--- config.mk ---
export PLATFORM = sky130hd
export DESIGN_NAME = pnr_acq_sequencer
export DESIGN_NICKNAME = d
export VERILOG_FILES = /design/src/rtl/pnr_pkg.sv /design/src/rtl/pnr_classifier.sv /design/src/rtl/pnr_acq_sequencer.sv
export SDC_FILE = /design/constraint.sdc
export NUM_CORES = 1
export LEC_CHECK = 0
export CORE_UTILIZATION = 35
export DETAILED_ROUTE_END_ITERATION = 8
export PLACE_DENSITY_LB_ADDON = 0.3
export SETUP_SLACK_MARGIN = 0.2
export SYNTH_ARGS = -nofsm -noshare
export SYNTH_HDL_FRONTEND = slang
export SYNTH_SLANG_ARGS = --single-unit
--- constraint.sdc ---
create_clock -name clk_i -period 6.9 [get_ports clk_i]
set_input_delay 1.38 -clock clk_i [delete_from_list [all_inputs] [get_ports clk_i]]
set_output_delay 1.38 -clock clk_i [all_outputs]
set_load 0.02 [all_outputs]
--- src/rtl/pnr_pkg.sv ---
`default_nettype none
// ============================================================================
// Module      : pnr_pkg
// Description : Shared constants and state encoding for the photon-number-
//               resolving acquisition sequencer.
// Revision    : 1.0 - initial release
// ============================================================================
package pnr_pkg;

  localparam int ADC_W   = 14;  // ADC sample / threshold width
  localparam int NUM_W   = 3;   // photon-number width (0..7)
  localparam int NUM_THR = 7;   // number of photon thresholds

  // Sequencer states; the numeric encoding is visible to debug tooling.
  typedef enum logic [2:0] {
    ST_IDLE     = 3'd0,
    ST_DELAY    = 3'd1,
    ST_WINDOW   = 3'd2,
    ST_CLASSIFY = 3'd3,
    ST_HOLDOFF  = 3'd4
  } pnr_state_t;

endpackage
`default_nettype wire

--- src/rtl/pnr_classifier.sv ---
`default_nettype none
// ============================================================================
// Module      : pnr_classifier
// Description : Combinational photon-number classifier. Counts how many of
//               the thresholds the window peak reaches (signed, peak >= thr).
//               Thresholds need not be ordered; each one is tested on its own.
// Ports       : i_peak  - signed window peak
//               i_thr   - thresholds packed as {thr_7, ..., thr_1}
//               o_num   - number of thresholds reached (0..NUM_THR)
// Revision    : 1.0 - initial release
// ============================================================================
module pnr_classifier #(
  parameter int ADC_W   = pnr_pkg::ADC_W,
  parameter int NUM_W   = pnr_pkg::NUM_W,
  parameter int NUM_THR = pnr_pkg::NUM_THR
) (
  input  logic [ADC_W-1:0]         i_peak,
  input  logic [NUM_THR*ADC_W-1:0] i_thr,
  output logic [NUM_W-1:0]         o_num
);

  logic [NUM_THR-1:0] w_hit;

  for (genvar k = 0; k < NUM_THR; k++) begin : g_cmp
    assign w_hit[k] = $signed(i_peak) >= $signed(i_thr[k*ADC_W +: ADC_W]);
  end

  always_comb begin
    o_num = '0;
    for (int k = 0; k < NUM_THR; k++) begin
      o_num = o_num + NUM_W'(w_hit[k]);
    end
  end

endmodule
`default_nettype wire

--- src/rtl/pnr_acq_sequencer.sv ---
`default_nettype none
// ============================================================================
// Module      : pnr_acq_sequencer
// Description : Runs one photon-number-resolving measurement per armed
//               trigger rising edge: delay -> peak search over an ADC window
//               -> classification against seven thresholds -> holdoff.
//               Configuration and thresholds are captured at the trigger edge.
// Ports       : clk_i, rst_i (sync, active high), arm_i, trig_i, adc_dat_i,
//               adc_photon_threshold_1_i..7_i, cfg_delay_i, cfg_window_i,
//               cfg_holdoff_i -> busy_o, pnr_valid_o, pnr_num_o, pnr_peak_o,
//               trig_miss_o.
// Options     : PNR_HIST_EN adds hist_clr_i, hist_sel_i, hist_dat_o and eight
//               32-bit saturating photon-number histogram counters.
// Revision    : 1.0 - initial release
// ============================================================================
module pnr_acq_sequencer #(
  parameter int ADC_W = pnr_pkg::ADC_W,
  parameter int CNT_W = 16,
  parameter int NUM_W = pnr_pkg::NUM_W
) (
  input  logic             clk_i,
  input  logic             rst_i,
  input  logic             arm_i,
  input  logic             trig_i,
  input  logic [ADC_W-1:0] adc_dat_i,
  input  logic [ADC_W-1:0] adc_photon_threshold_1_i,
  input  logic [ADC_W-1:0] adc_photon_threshold_2_i,
  input  logic [ADC_W-1:0] adc_photon_threshold_3_i,
  input  logic [ADC_W-1:0] adc_photon_threshold_4_i,
  input  logic [ADC_W-1:0] adc_photon_threshold_5_i,
  input  logic [ADC_W-1:0] adc_photon_threshold_6_i,
  input  logic [ADC_W-1:0] adc_photon_threshold_7_i,
  input  logic [CNT_W-1:0] cfg_delay_i,
  input  logic [CNT_W-1:0] cfg_window_i,
  input  logic [CNT_W-1:0] cfg_holdoff_i,
`ifdef PNR_HIST_EN
  input  logic             hist_clr_i,
  input  logic [2:0]       hist_sel_i,
  output logic [31:0]      hist_dat_o,
`endif
  output logic             busy_o,
  output logic             pnr_valid_o,
  output logic [NUM_W-1:0] pnr_num_o,
  output logic [ADC_W-1:0] pnr_peak_o,
  output logic [CNT_W-1:0] trig_miss_o
);

  import pnr_pkg::*;

  pnr_state_t               r_state;
  pnr_state_t               w_state_nxt;
  logic                     r_trig_q;
  logic                     w_edge;
  logic                     w_busy;
  logic                     w_start;
  logic [CNT_W-1:0]         r_cnt;       // shared down-counter for all timed states
  logic [CNT_W-1:0]         r_win_eff;   // latched max(window, 1)
  logic [CNT_W-1:0]         r_hold;      // latched holdoff
  logic [CNT_W-1:0]         w_win_eff_in;
  logic                     w_cnt_last;
  logic                     w_first;
  logic [NUM_THR*ADC_W-1:0] r_thr;
  logic [NUM_THR*ADC_W-1:0] w_thr_in;
  logic [ADC_W-1:0]         r_peak;
  logic [NUM_W-1:0]         w_num;

  assign w_edge       = trig_i & ~r_trig_q;
  assign w_busy       = (r_state != ST_IDLE);
  assign w_start      = (r_state == ST_IDLE) & w_edge & arm_i;
  assign busy_o       = w_busy;
  assign w_win_eff_in = (cfg_window_i == '0) ? CNT_W'(1) : cfg_window_i;
  // A count of 0 in HOLDOFF still spends the strobe cycle there.
  assign w_cnt_last   = (r_cnt <= CNT_W'(1));
  // The window counter starts at r_win_eff, so equality marks the first sample.
  assign w_first      = (r_cnt == r_win_eff);
  assign w_thr_in     = {adc_photon_threshold_7_i, adc_photon_threshold_6_i,
                         adc_photon_threshold_5_i, adc_photon_threshold_4_i,
                         adc_photon_threshold_3_i, adc_photon_threshold_2_i,
                         adc_photon_threshold_1_i};

  pnr_classifier #(
    .ADC_W   (ADC_W),
    .NUM_W   (NUM_W),
    .NUM_THR (NUM_THR)
  ) u_classifier (
    .i_peak (r_peak),
    .i_thr  (r_thr),
    .o_num  (w_num)
  );

  // State register
  always_ff @(posedge clk_i) begin
    if (rst_i) begin
      r_state <= ST_IDLE;
    end else begin
      r_state <= w_state_nxt;
    end
  end

  // Next-state logic
  always_comb begin
    w_state_nxt = r_state;
    case (r_state)
      ST_IDLE: begin
        if (w_start) begin
          w_state_nxt = (cfg_delay_i == '0) ? ST_WINDOW : ST_DELAY;
        end
      end
      ST_DELAY:    if (w_cnt_last) w_state_nxt = ST_WINDOW;
      ST_WINDOW:   if (w_cnt_last) w_state_nxt = ST_CLASSIFY;
      ST_CLASSIFY: w_state_nxt = ST_HOLDOFF;
      ST_HOLDOFF:  if (w_cnt_last) w_state_nxt = ST_IDLE;
      default:     w_state_nxt = ST_IDLE;
    endcase
  end

  // Datapath, counters and result registers
  always_ff @(posedge clk_i) begin
    if (rst_i) begin
      r_trig_q    <= 1'b0;
      r_cnt       <= '0;
      r_win_eff   <= '0;
      r_hold      <= '0;
      r_thr       <= '0;
      r_peak      <= '0;
      pnr_valid_o <= 1'b0;
      pnr_num_o   <= '0;
      pnr_peak_o  <= '0;
      trig_miss_o <= '0;
    end else begin
      r_trig_q    <= trig_i;
      pnr_valid_o <= 1'b0;

      if (w_edge && w_busy && (trig_miss_o != '1)) begin
        trig_miss_o <= trig_miss_o + 1'b1;
      end

      case (r_state)
        ST_IDLE: begin
          if (w_start) begin
            r_thr     <= w_thr_in;
            r_win_eff <= w_win_eff_in;
            r_hold    <= cfg_holdoff_i;
            r_cnt     <= (cfg_delay_i == '0) ? w_win_eff_in : cfg_delay_i;
          end
        end
        ST_DELAY: begin
          r_cnt <= w_cnt_last ? r_win_eff : (r_cnt - 1'b1);
        end
        ST_WINDOW: begin
          if (w_first || ($signed(adc_dat_i) > $signed(r_peak))) begin
            r_peak <= adc_dat_i;
          end
          r_cnt <= r_cnt - 1'b1;
        end
        ST_CLASSIFY: begin
          pnr_valid_o <= 1'b1;
          pnr_num_o   <= w_num;
          pnr_peak_o  <= r_peak;
          r_cnt       <= r_hold;
        end
        ST_HOLDOFF: begin
          if (!w_cnt_last) begin
            r_cnt <= r_cnt - 1'b1;
          end
        end
        default: begin
        end
      endcase
    end
  end

`ifdef PNR_HIST_EN
  logic [31:0] r_hist [8];

  // Counts on the strobe cycle; a coincident clear takes priority.
  always_ff @(posedge clk_i) begin
    for (int b = 0; b < 8; b++) begin
      if (rst_i || hist_clr_i) begin
        r_hist[b] <= '0;
      end else if (pnr_valid_o && (pnr_num_o == NUM_W'(b)) && (r_hist[b] != '1)) begin
        r_hist[b] <= r_hist[b] + 1'b1;
      end
    end
  end

  always_ff @(posedge clk_i) begin
    if (rst_i) begin
      hist_dat_o <= '0;
    end else begin
      hist_dat_o <= r_hist[hist_sel_i];
    end
  end
`endif

endmodule
`default_nettype wire

Word level (Yosys, flattened, before mapping)

Index checks and enable logic that the tools add are counted.

Output and inout bits: 35
Logic and storage cells: 68
Flip-flop bits (word level): 198

Eq/ne operators: 11
Reduce and logical (&&, ||, !) cells: 12
Mux-type cells: 13
Bitwise operators: 4
Order comparisons: 9
Add/subtract/negate cells: 8

Operators with widths:

| cell                  | count |
|---|---|
| $ge 14x14->1          | 7 |
| $mux 16               | 5 |
| $pmux 16 s5           | 1 |
| $logic_not 16->1      | 2 |
| $add 16x1->16 const B | 1 |
| $eq 16x16->1          | 1 |
| $le 16x1->1 const B   | 1 |
| $ne 16x16->1 const B  | 1 |
| $sub 16x1->16 const B | 1 |
| $add 3x1->3           | 5 |
| $pmux 3 s5            | 1 |
| $gt 14x14->1          | 1 |
| $mux 3                | 4 |
| $ne 2x2->1 const B    | 5 |
| $eq 3x2->1 const B    | 2 |
| $reduce_bool 5->1     | 1 |
| $reduce_and 2->1      | 2 |
| $reduce_and 4->1      | 1 |
| $and 1x1->1           | 3 |
| $eq 3x1->1 const B    | 1 |
| $eq 3x3->1 const B    | 1 |
| $logic_not 3->1       | 1 |
| $reduce_and 3->1      | 1 |
| $reduce_bool 3->1     | 1 |
| 6 further kinds       | 7 |

Longest topological paths before layout

Gate-level depths: netlist of run 1.

Depth after elaboration: 7
Depth in mapped cells: 19
Depth with buffers taken out: 19

Cells and area by module

A second synthesis of run 1 with hierarchy kept.

Cells, all modules: 1,455
Area, all modules: 11,302.1 um^2

By module, submodules not included:

| module            | times used | cells an instance | area each (um^2) |
|---|---|---|---|
| pnr_acq_sequencer | 1          | 1,109             | 8,690.8 |
| pnr_classifier    | 1          | 346               | 2,611.3 |

Worst setup path after synthesis of run 1

Ideal clock, no wire load.

Path type: flip-flop to flip-flop
Start: reg r_peak[13]
End: reg pnr_num_o[1]
Arrival: 3.784 ns
Stages on the path, launching flop included: 17
Slack: 3.031 ns
Setup time: 0.086 ns
Cell sequence: dfxtp_1 ha_1 nand2_1 a21boi_0 o21ai_0 a21oi_1 a2111oi_0 o22ai_1 ha_1 fa_1 inv_1 fa_1 inv_1 ha_1 inv_1 fa_1 a211oi_1

Word-level cells in the longest chain between the ends: 7
Elaborated cells between the ends (all ways): 13
Classes of those cells: add/sub (6); order compare (7)

RTL lines:

| element                  | line                     | source |
|---|---|---|
| from (decl)              | pnr_acq_sequencer.sv:64  | `logic [ADC_W-1:0] r_peak;` |
| from (signal assigned)   | pnr_acq_sequencer.sv:152 | `r_peak <= adc_dat_i;` |
| $ge 14x14->1             | pnr_classifier.sv:25     | `assign w_hit[k] = $signed(i_peak) >= $signed(i_thr[k*ADC_W +: ADC_W]);` |
| $add 1x1->2              | pnr_classifier.sv:31     | `o_num = o_num + NUM_W'(w_hit[k]);` |
| $add 3x1->3 (4 in a row) | pnr_classifier.sv:31     |  |
| $add 3x1->3 *            | pnr_classifier.sv:31     |  |
| to (signal assigned)     | pnr_acq_sequencer.sv:158 | `pnr_num_o <= w_num;` |
| to (decl)                | pnr_acq_sequencer.sv:43  | `output logic [NUM_W-1:0] pnr_num_o,` |

Mark *: on every way between the ends. The rest lies on a longest branch, timed or not.
A chain may end at the register's enable or synchronous reset.

Worst setup path after layout of run 1

Start: reg r_peak[13]
End: reg pnr_num_o[2]

The elaborated chain is that of the path after synthesis.

==> results.sh, run 1 <==
export IMPL_synth_edf_count=0
export IMPL_worstHoldPathCells=2
export IMPL_outcome="finished clean"
export IMPL_cellPowerDensity_mw_per_mm2=316
export IMPL_period_minus_slack_ns=4.50
export IMPL_power_leakage_uw=0.00550
export IMPL_p_clk_frac=0.224
export IMPL_hold_viol_final=0
export IMPL_regToRegSetupSlack_ns=2.40
export IMPL_area_growth_pct=24.9
export IMPL_clkSlewWorstSetupHoldPaths_ns=0.08
export IMPL_multi_input_area_mm2=0.00676
export IMPL_switching_power_uw=1890
export IMPL_timing_fmax_ghz=0.222
export IMPL_max_cap_viol_count=0
export IMPL_crit_path_cell_trace="ha_1 -> nand2_1 -> a21boi_0 -> o21ai_0 -> a21oi_1 -> a2111oi_0 -> o22ai_1 -> ha_1 -> fa_1 -> inv_1 -> fa_1 -> inv_1 -> ha_1 -> inv_1 -> fa_1 -> xnor2_1 -> nand2_1 -> a21oi_1"
export IMPL_placed_area_mm2=0.0138
export IMPL_start_util=0.355
export IMPL_dpl_hpwl_um=25400
export IMPL_tns_ns=0
export IMPL_holdCritPathClass="flip-flop to flip-flop"
export IMPL_worst_endpoint_required_ns=7.28
export IMPL_synthArstFlopShare=0
export IMPL_cts_setup_buffers=0
export IMPL_p_seq_frac=0.318
export IMPL_drt_pass1_iterations=5
export IMPL_reg2reg_from="r_peak[13]"
export IMPL_grt_ovfl_total=0
export IMPL_holdPathEnd="r_thr[65]"
export IMPL_avgSynthCellArea_um2=7.68
export IMPL_grt_pass1_wl_um=55600
export IMPL_synth_most_common_cell="nand2_1"
export IMPL_ys_top_cells_by_area="dfxtp_1 34%, ha_1 13%, nand2_1 11%"
export IMPL_max_stage_delay_ns=0.67
export IMPL_pwr_share_comb=0.458
export IMPL_dieArea_mm2=0.0337
export IMPL_setup_viol=0
export IMPL_cts_hold_buf=0
export IMPL_ioPinCount=199
export IMPL_synth_top_cell_by_area="dfxtp_1"
export IMPL_htreeDepth=4
export IMPL_grt_pass1_vias=10562
export IMPL_worstMarginPinSlew_ns=1.07
export IMPL_ys_flop_type="dfxtp_1"
export IMPL_drive_gt1_frac=0.0385
export IMPL_yosysSeqAreaShare=0.344
export IMPL_wl_per_cell_um=16.6
export IMPL_rsz0062_at_grt="no"
export IMPL_syn_cell_area_mm2=0.0115
export IMPL_ant_nets=0
export IMPL_core_area_mm2=0.0325
export IMPL_syn_inst=1501
export IMPL_startpoint_type="flip-flop"
export IMPL_detail_route_iter0_violations=679
export IMPL_worst_path_stages=18
export IMPL_synth_warnings=0
export IMPL_p_int_uw=2660
export IMPL_r2r_end="pnr_num_o[2]"
export IMPL_min_period_over_period=0.653
export IMPL_ys_seq_elements=198
export IMPL_final_area_mm2=0.0144
export IMPL_vias=10732
export IMPL_drc=0
export IMPL_synth_cell_types=73
export IMPL_cp_num_buf_inv=3
export IMPL_max_vdd_ir_drop_v=0.000185
export IMPL_slew_viol_final=0
export IMPL_clkLatencyLatePin_ns=0.45
export IMPL_track_usage=0.211
export IMPL_cp_arrival_ns=4.88
export IMPL_hp_start="r_thr[65]"
export IMPL_nets=1934
export IMPL_cts_buffers=17
export IMPL_crit_family="adder cells"
export IMPL_syn_num_nets=1786
export IMPL_cts_tree="yes"
export IMPL_regArea_mm2=0.00396
export IMPL_swShare=0.416
export IMPL_via_per_inst=5.10
export IMPL_fin_skew_ns=0.0130
export IMPL_yosysTopAreaCellShare=0.344
export IMPL_critPathKind="flip-flop to flip-flop"
export IMPL_relSlewSlack=0.288
export IMPL_port_buffers=198
export IMPL_ctsLongestPathBuffers=2
export IMPL_root_buffer="clkbuf_16"
export IMPL_grt_max_degree=140
export IMPL_antenna_found_initial=2
export IMPL_r2r_cells=18
export IMPL_post_cts_resized=0
export IMPL_chipHeight_um=184
export IMPL_clkSinkCount=198
export IMPL_fp_row_count=66
export IMPL_synthTopCellsByCount="350 x nand2_1, 201 x a21oi_1, 198 x dfxtp_1"
export IMPL_slowest_stage="dfxtp_1"
export IMPL_totalWireLength_um=34900
export IMPL_place_gp_congestion=0.923
export IMPL_cp_max_fo=10
export IMPL_cp_end_kind="flip-flop"
export IMPL_stdcell_count=2105
export IMPL_die_x_um=184
export IMPL_fillers=3310
export IMPL_placed_cells=2072
-- cell families after synthesis --
logic type	after synthesis	share of synthesized area
AO/OA/AOI/OAI	342	0.178
XOR/XNOR	35	0.0266
adder cells (fa/ha/maj)	121	0.133
buffers and inverters	209	0.0721
flip-flops	198	0.344
multiplexers	21	0.0187
AND/OR/NAND/NOR	575	0.227
-- cells in the final DEF (no fill, tap or decap), drive strengths merged, types with 12 or more instances in the layout --
cell type	count
a211oi	12
a21o	15
a21oi	201
a31oi	14
buf	12
clkbuf	17
clkdlybuf4s50	197
dfxtp	198
ha	118
inv	136
mux2i	17
nand2	352
nand2b	36
nand3	13
nand4	29
nor2	58
nor2b	16
nor3	22
nor4	16
o21ai	23
xnor2	14
xor2	21
-- power by group through the flow --
stage,registers (µW),clock network (µW),logic [µW]
2_1_floorplan,1370,0,1580
5_1_grt,1470,1080,2340
3_5_place_dp,1470,0,2070
3_3_place_gp,1460,0,2020
6_report,1450,1020,2080
4_1_cts,1440,1030,2090
-- stage by stage --
step / total power, µW / hold slack [ns] / setup WS, ns / util
after floorplan: 2960 / 0.434 / 3.03 / -
after global placement: 3490 / 0.443 / 2.45 / 0.426
after detailed placement: 3540 / 0.447 / 2.39 / 0.426
after CTS: 4570 / 0.458 / 2.36 / 0.444
after global routing: 4880 / 0.472 / 2.04 / 0.444
final: 4550 / 0.456 / 2.40 / 0.444
-- layer usage --
metal / vias to the layer above / part of all wire / GRT usage
li1: 5426 / - / -
met1: 4959 / 0.46 / 0.274
met4: 0 / 0.022 / 0.0660
met3: 49 / 0.061 / 0.0469
met2: 298 / 0.46 / 0.345
met5: - / 0 / 0
-- worst max-delay path by stage --
stage                     from      endpoint  slack [ns]
floorplan           r_peak[13]  pnr_num_o[1]        3.03
global placement    r_peak[13]  pnr_num_o[2]        2.45
detailed placement  r_peak[13]  pnr_num_o[1]        2.39
CTS                 r_peak[13]  pnr_num_o[2]        2.36
global route        r_peak[13]  pnr_num_o[2]        2.04
finish              r_peak[13]  pnr_num_o[2]        2.40
-- final cells by class --
type | instances | area share
clock buffers | 17 | 0.0295
inverters | 129 | 0.0336
flip-flops and latches | 198 | 0.275
clock inverters | 15 | 0.0112
well taps | 442 | 0.0384
diodes | 1 | 0.000174
repair buffers | 209 | 0.143
multi-input cells | 1094 | 0.469
-- worst min-delay path, delay by kind of cell (launching register included) --
family             cells  cell delay [ns]
AOI/OAI and AO/OA      1             0.05
DFF                    1             0.31
and+or+nand+nor        1             0.05
-- state kept, by name, summed over array words and instances, names as in the netlist --
register,count
pnr_num_o,3
pnr_peak_o,14
pnr_valid_o,1
r_cnt,16
r_hold,16
r_peak,14
r_state,3
r_thr,98
r_trig_q,1
r_win_eff,16
trig_miss_o,16
Note: power is estimated with default switching activity, not from simulation.
==> inputs of run 2 (changes only) <==
==> constraint.sdc (replaced) <==
create_clock -name clk_i -period 3.6 [get_ports clk_i]
set_input_delay 0.72 -clock clk_i [delete_from_list [all_inputs] [get_ports clk_i]]
set_output_delay 0.72 -clock clk_i [all_outputs]
set_load 0.02 [all_outputs]
==> run 2 against run 1 <==
Net effect: the flow now finishes with violations (setup timing); count of clock-buffer cells in the layout increased by 2; via count rose by 1.8%; sequential power up 87%; final cell count grew 2.3%; fmax is 21% higher; utilization grew 2.1 points; critical path depth stayed put; wire length increased by 3.1%; critical path type unchanged; largest cell class unchanged.
==> results.sh, run 2 (synthesis gave the netlist of run 1 again) <==
export IMPL_outcome="complete, but fails checks"
export IMPL_violations="setup timing"
export IMPL_slew_viol_final=0
export IMPL_clkSinkCount=198
export IMPL_dieArea_mm2=0.0337
export IMPL_antenna_found_initial=2
export IMPL_p_int_uw=5420
export IMPL_endpoint="pnr_num_o[2]"
export IMPL_startpoint="r_peak[7]"
export IMPL_worst_endpoint_required_ns=3.99
export IMPL_cts_buffers=17
export IMPL_totalWireLength_um=36000
export IMPL_dr_wl_met3_um=2240
export IMPL_dr_max_layer_used="met5"
export IMPL_pwr_share_comb=0.498
export IMPL_cp_max_fo=5
export IMPL_regToRegSetupSlack_ns=-0.11
export IMPL_drive_gt1_frac=0.0942
export IMPL_ctsLongestPathBuffers=2
export IMPL_fillers=3228
export IMPL_grt_pass1_wl_um=56100
export IMPL_final_cell_mix="349 x nand2_1, 197 x a21oi_1, 197 x clkdlybuf4s50_1"
export IMPL_p_clk_frac=0.209
export IMPL_nets=1982
export IMPL_drt_pass1_iterations=6
export IMPL_tns_ns=-0.182
export IMPL_timing_fmax_ghz=0.269
export IMPL_track_usage=0.214
export IMPL_placed_cells=2118
export IMPL_die_x_um=184
export IMPL_relSlewSlack=0.440
export IMPL_final_area_mm2=0.0151
export IMPL_fin_ws_ns=-0.111
export IMPL_cp_arrival_ns=4.10
export IMPL_cts_hold_buf=0
export IMPL_dpl_hpwl_um=27300
export IMPL_vias=10927
export IMPL_critPathKind="flip-flop to flip-flop"
export IMPL_rsz0062_at_grt="yes"
export IMPL_detail_route_iter0_violations=738
export IMPL_worstMarginPinSlew_ns=0.828
export IMPL_layout_commonest_cell="nand2_1"
export IMPL_via_per_inst=5.08
export IMPL_ioPinCount=199
export IMPL_place_gp_congestion=0.898
export IMPL_clkLatencyLatePin_ns=0.45
export IMPL_placed_area_mm2=0.0143
export IMPL_stdcell_count=2153
export IMPL_fin_skew_ns=0.0124
export IMPL_grt_max_degree=85
export IMPL_startpoint_type="flip-flop"
export IMPL_area_growth_pct=30.7
export IMPL_root_buffer="clkbuf_16"
export IMPL_setup_viol=2
export IMPL_p_seq_frac=0.293
export IMPL_cellPowerDensity_mw_per_mm2=612
export IMPL_wl_met2_um=16600
export IMPL_wl_per_cell_um=16.7
export IMPL_max_cap_viol_count=0
export IMPL_cp_end_kind="flip-flop"
export IMPL_swShare=0.413
export IMPL_holdCritPathClass="flip-flop to flip-flop"
export IMPL_port_buffers=198
export IMPL_largest_reg_flops=98
export IMPL_chipHeight_um=184
export IMPL_reg2reg_from="r_peak[7]"
export IMPL_hold_viol_final=0
export IMPL_grt_pass1_vias=10545
export IMPL_drc=0
export IMPL_start_util=0.355
export IMPL_clkSlewWorstSetupHoldPaths_ns=0.08
export IMPL_r2r_end="pnr_num_o[2]"
export IMPL_core_area_mm2=0.0325
export IMPL_period_minus_slack_ns=3.71
export IMPL_power_leakage_uw=0.00579
export IMPL_switching_power_uw=3810
export IMPL_min_period_over_period=1.03
export IMPL_regMostFlops="r_thr"
export IMPL_max_vdd_ir_drop_v=0.000374
export IMPL_r2r_cells=18
export IMPL_htreeDepth=4
export IMPL_ant_nets=0
export IMPL_grt_ovfl_total=0
export IMPL_fp_row_count=66
export IMPL_wl_met1_um=16400
export IMPL_place_ws_ns=-0.174
export IMPL_cts_tree="yes"
## run 2: changes by cell type in the layout (fill, tap and decap cells not counted), moves of 6 or more
cell and delta:
ha_4 +12, o21ai_1 +6, dfxtp_1 -18, ha_1 -13, buf_4 +43, o21ai_0 -7
dfxtp_2 +14
## run 2: critical path, cell delays in order (launching register included)
cell and delay (ns):
dfxtp_4 0.41, ha_4 0.22, a21o_1 0.15, a21o_1 0.17, a21oi_2 0.12, o21ai_1 0.07
a21oi_1 0.17, o22ai_2 0.14, ha_4 0.27, fa_1 0.50, inv_2 0.04, fa_1 0.45
inv_2 0.08, ha_4 0.12, inv_2 0.04, fa_2 0.35, xnor2_1 0.16, nand2_1 0.09
a21oi_2 0.12
## run 2: layout make-up
cell class,instances,area [µm²],area share
clock buffers,19,443,0.0294
diodes,1,2.50,0.000166
clock inverters,13,134,0.00888
inverters,129,487,0.0323
repair buffers,257,2480,0.164
multi-input cells,1094,6980,0.463
well taps,442,553,0.0367
flip-flops and latches,198,4000,0.265
## run 2: power by group through the flow
stage               combinational [µW]  sequential (µW)  clock, µW
detailed placement                4350             2750          0
global placement                  4290             2740          0
global route                      5100             2740       2040
CTS                               4420             2700       1970
finish                            4600             2710       1930
floorplan                         3170             2640          0
## run 2: metrics by stage
step | hold WS (ns) | util | total power, µW
after floorplan | 0.434 | - | 5810
after global placement | 0.443 | 0.442 | 7030
after detailed placement | 0.446 | 0.442 | 7090
after CTS | 0.457 | 0.461 | 9090
after global routing | 0.469 | 0.464 | 9880
final | 0.455 | 0.465 | 9230
## run 2: how the worst min path moves through the flow
| stage | startpoint | end | slack (ns) | cells past startpoint |
|---|---|---|---|---|
| floorplan | r_hold[6] | r_hold[6] | 0.43 | 2 |
| global placement | pnr_peak_o[10] | pnr_peak_o[10] | 0.44 | 2 |
| detailed placement | r_thr[76] | r_thr[76] | 0.45 | 2 |
| CTS | r_thr[76] | r_thr[76] | 0.46 | 2 |
| global route | r_thr[63] | r_thr[63] | 0.47 | 2 |
| finish | r_thr[76] | r_thr[76] | 0.46 | 2 |
## run 2: what timing repair did
action                     CTS  global route
setup buffers                1             1
pin swaps                   11             8
resized for setup           12            21
hold endpoints to repair     0             0
setup endpoints to repair    3             3
## run 2: layer usage
layer | up-vias | global-route usage
met2 | 287 | 0.354
li1 | 5516 | -
met3 | 47 | 0.0471
met4 | 2 | 0.0707
met5 | - | 0
met1 | 5075 | 0.274
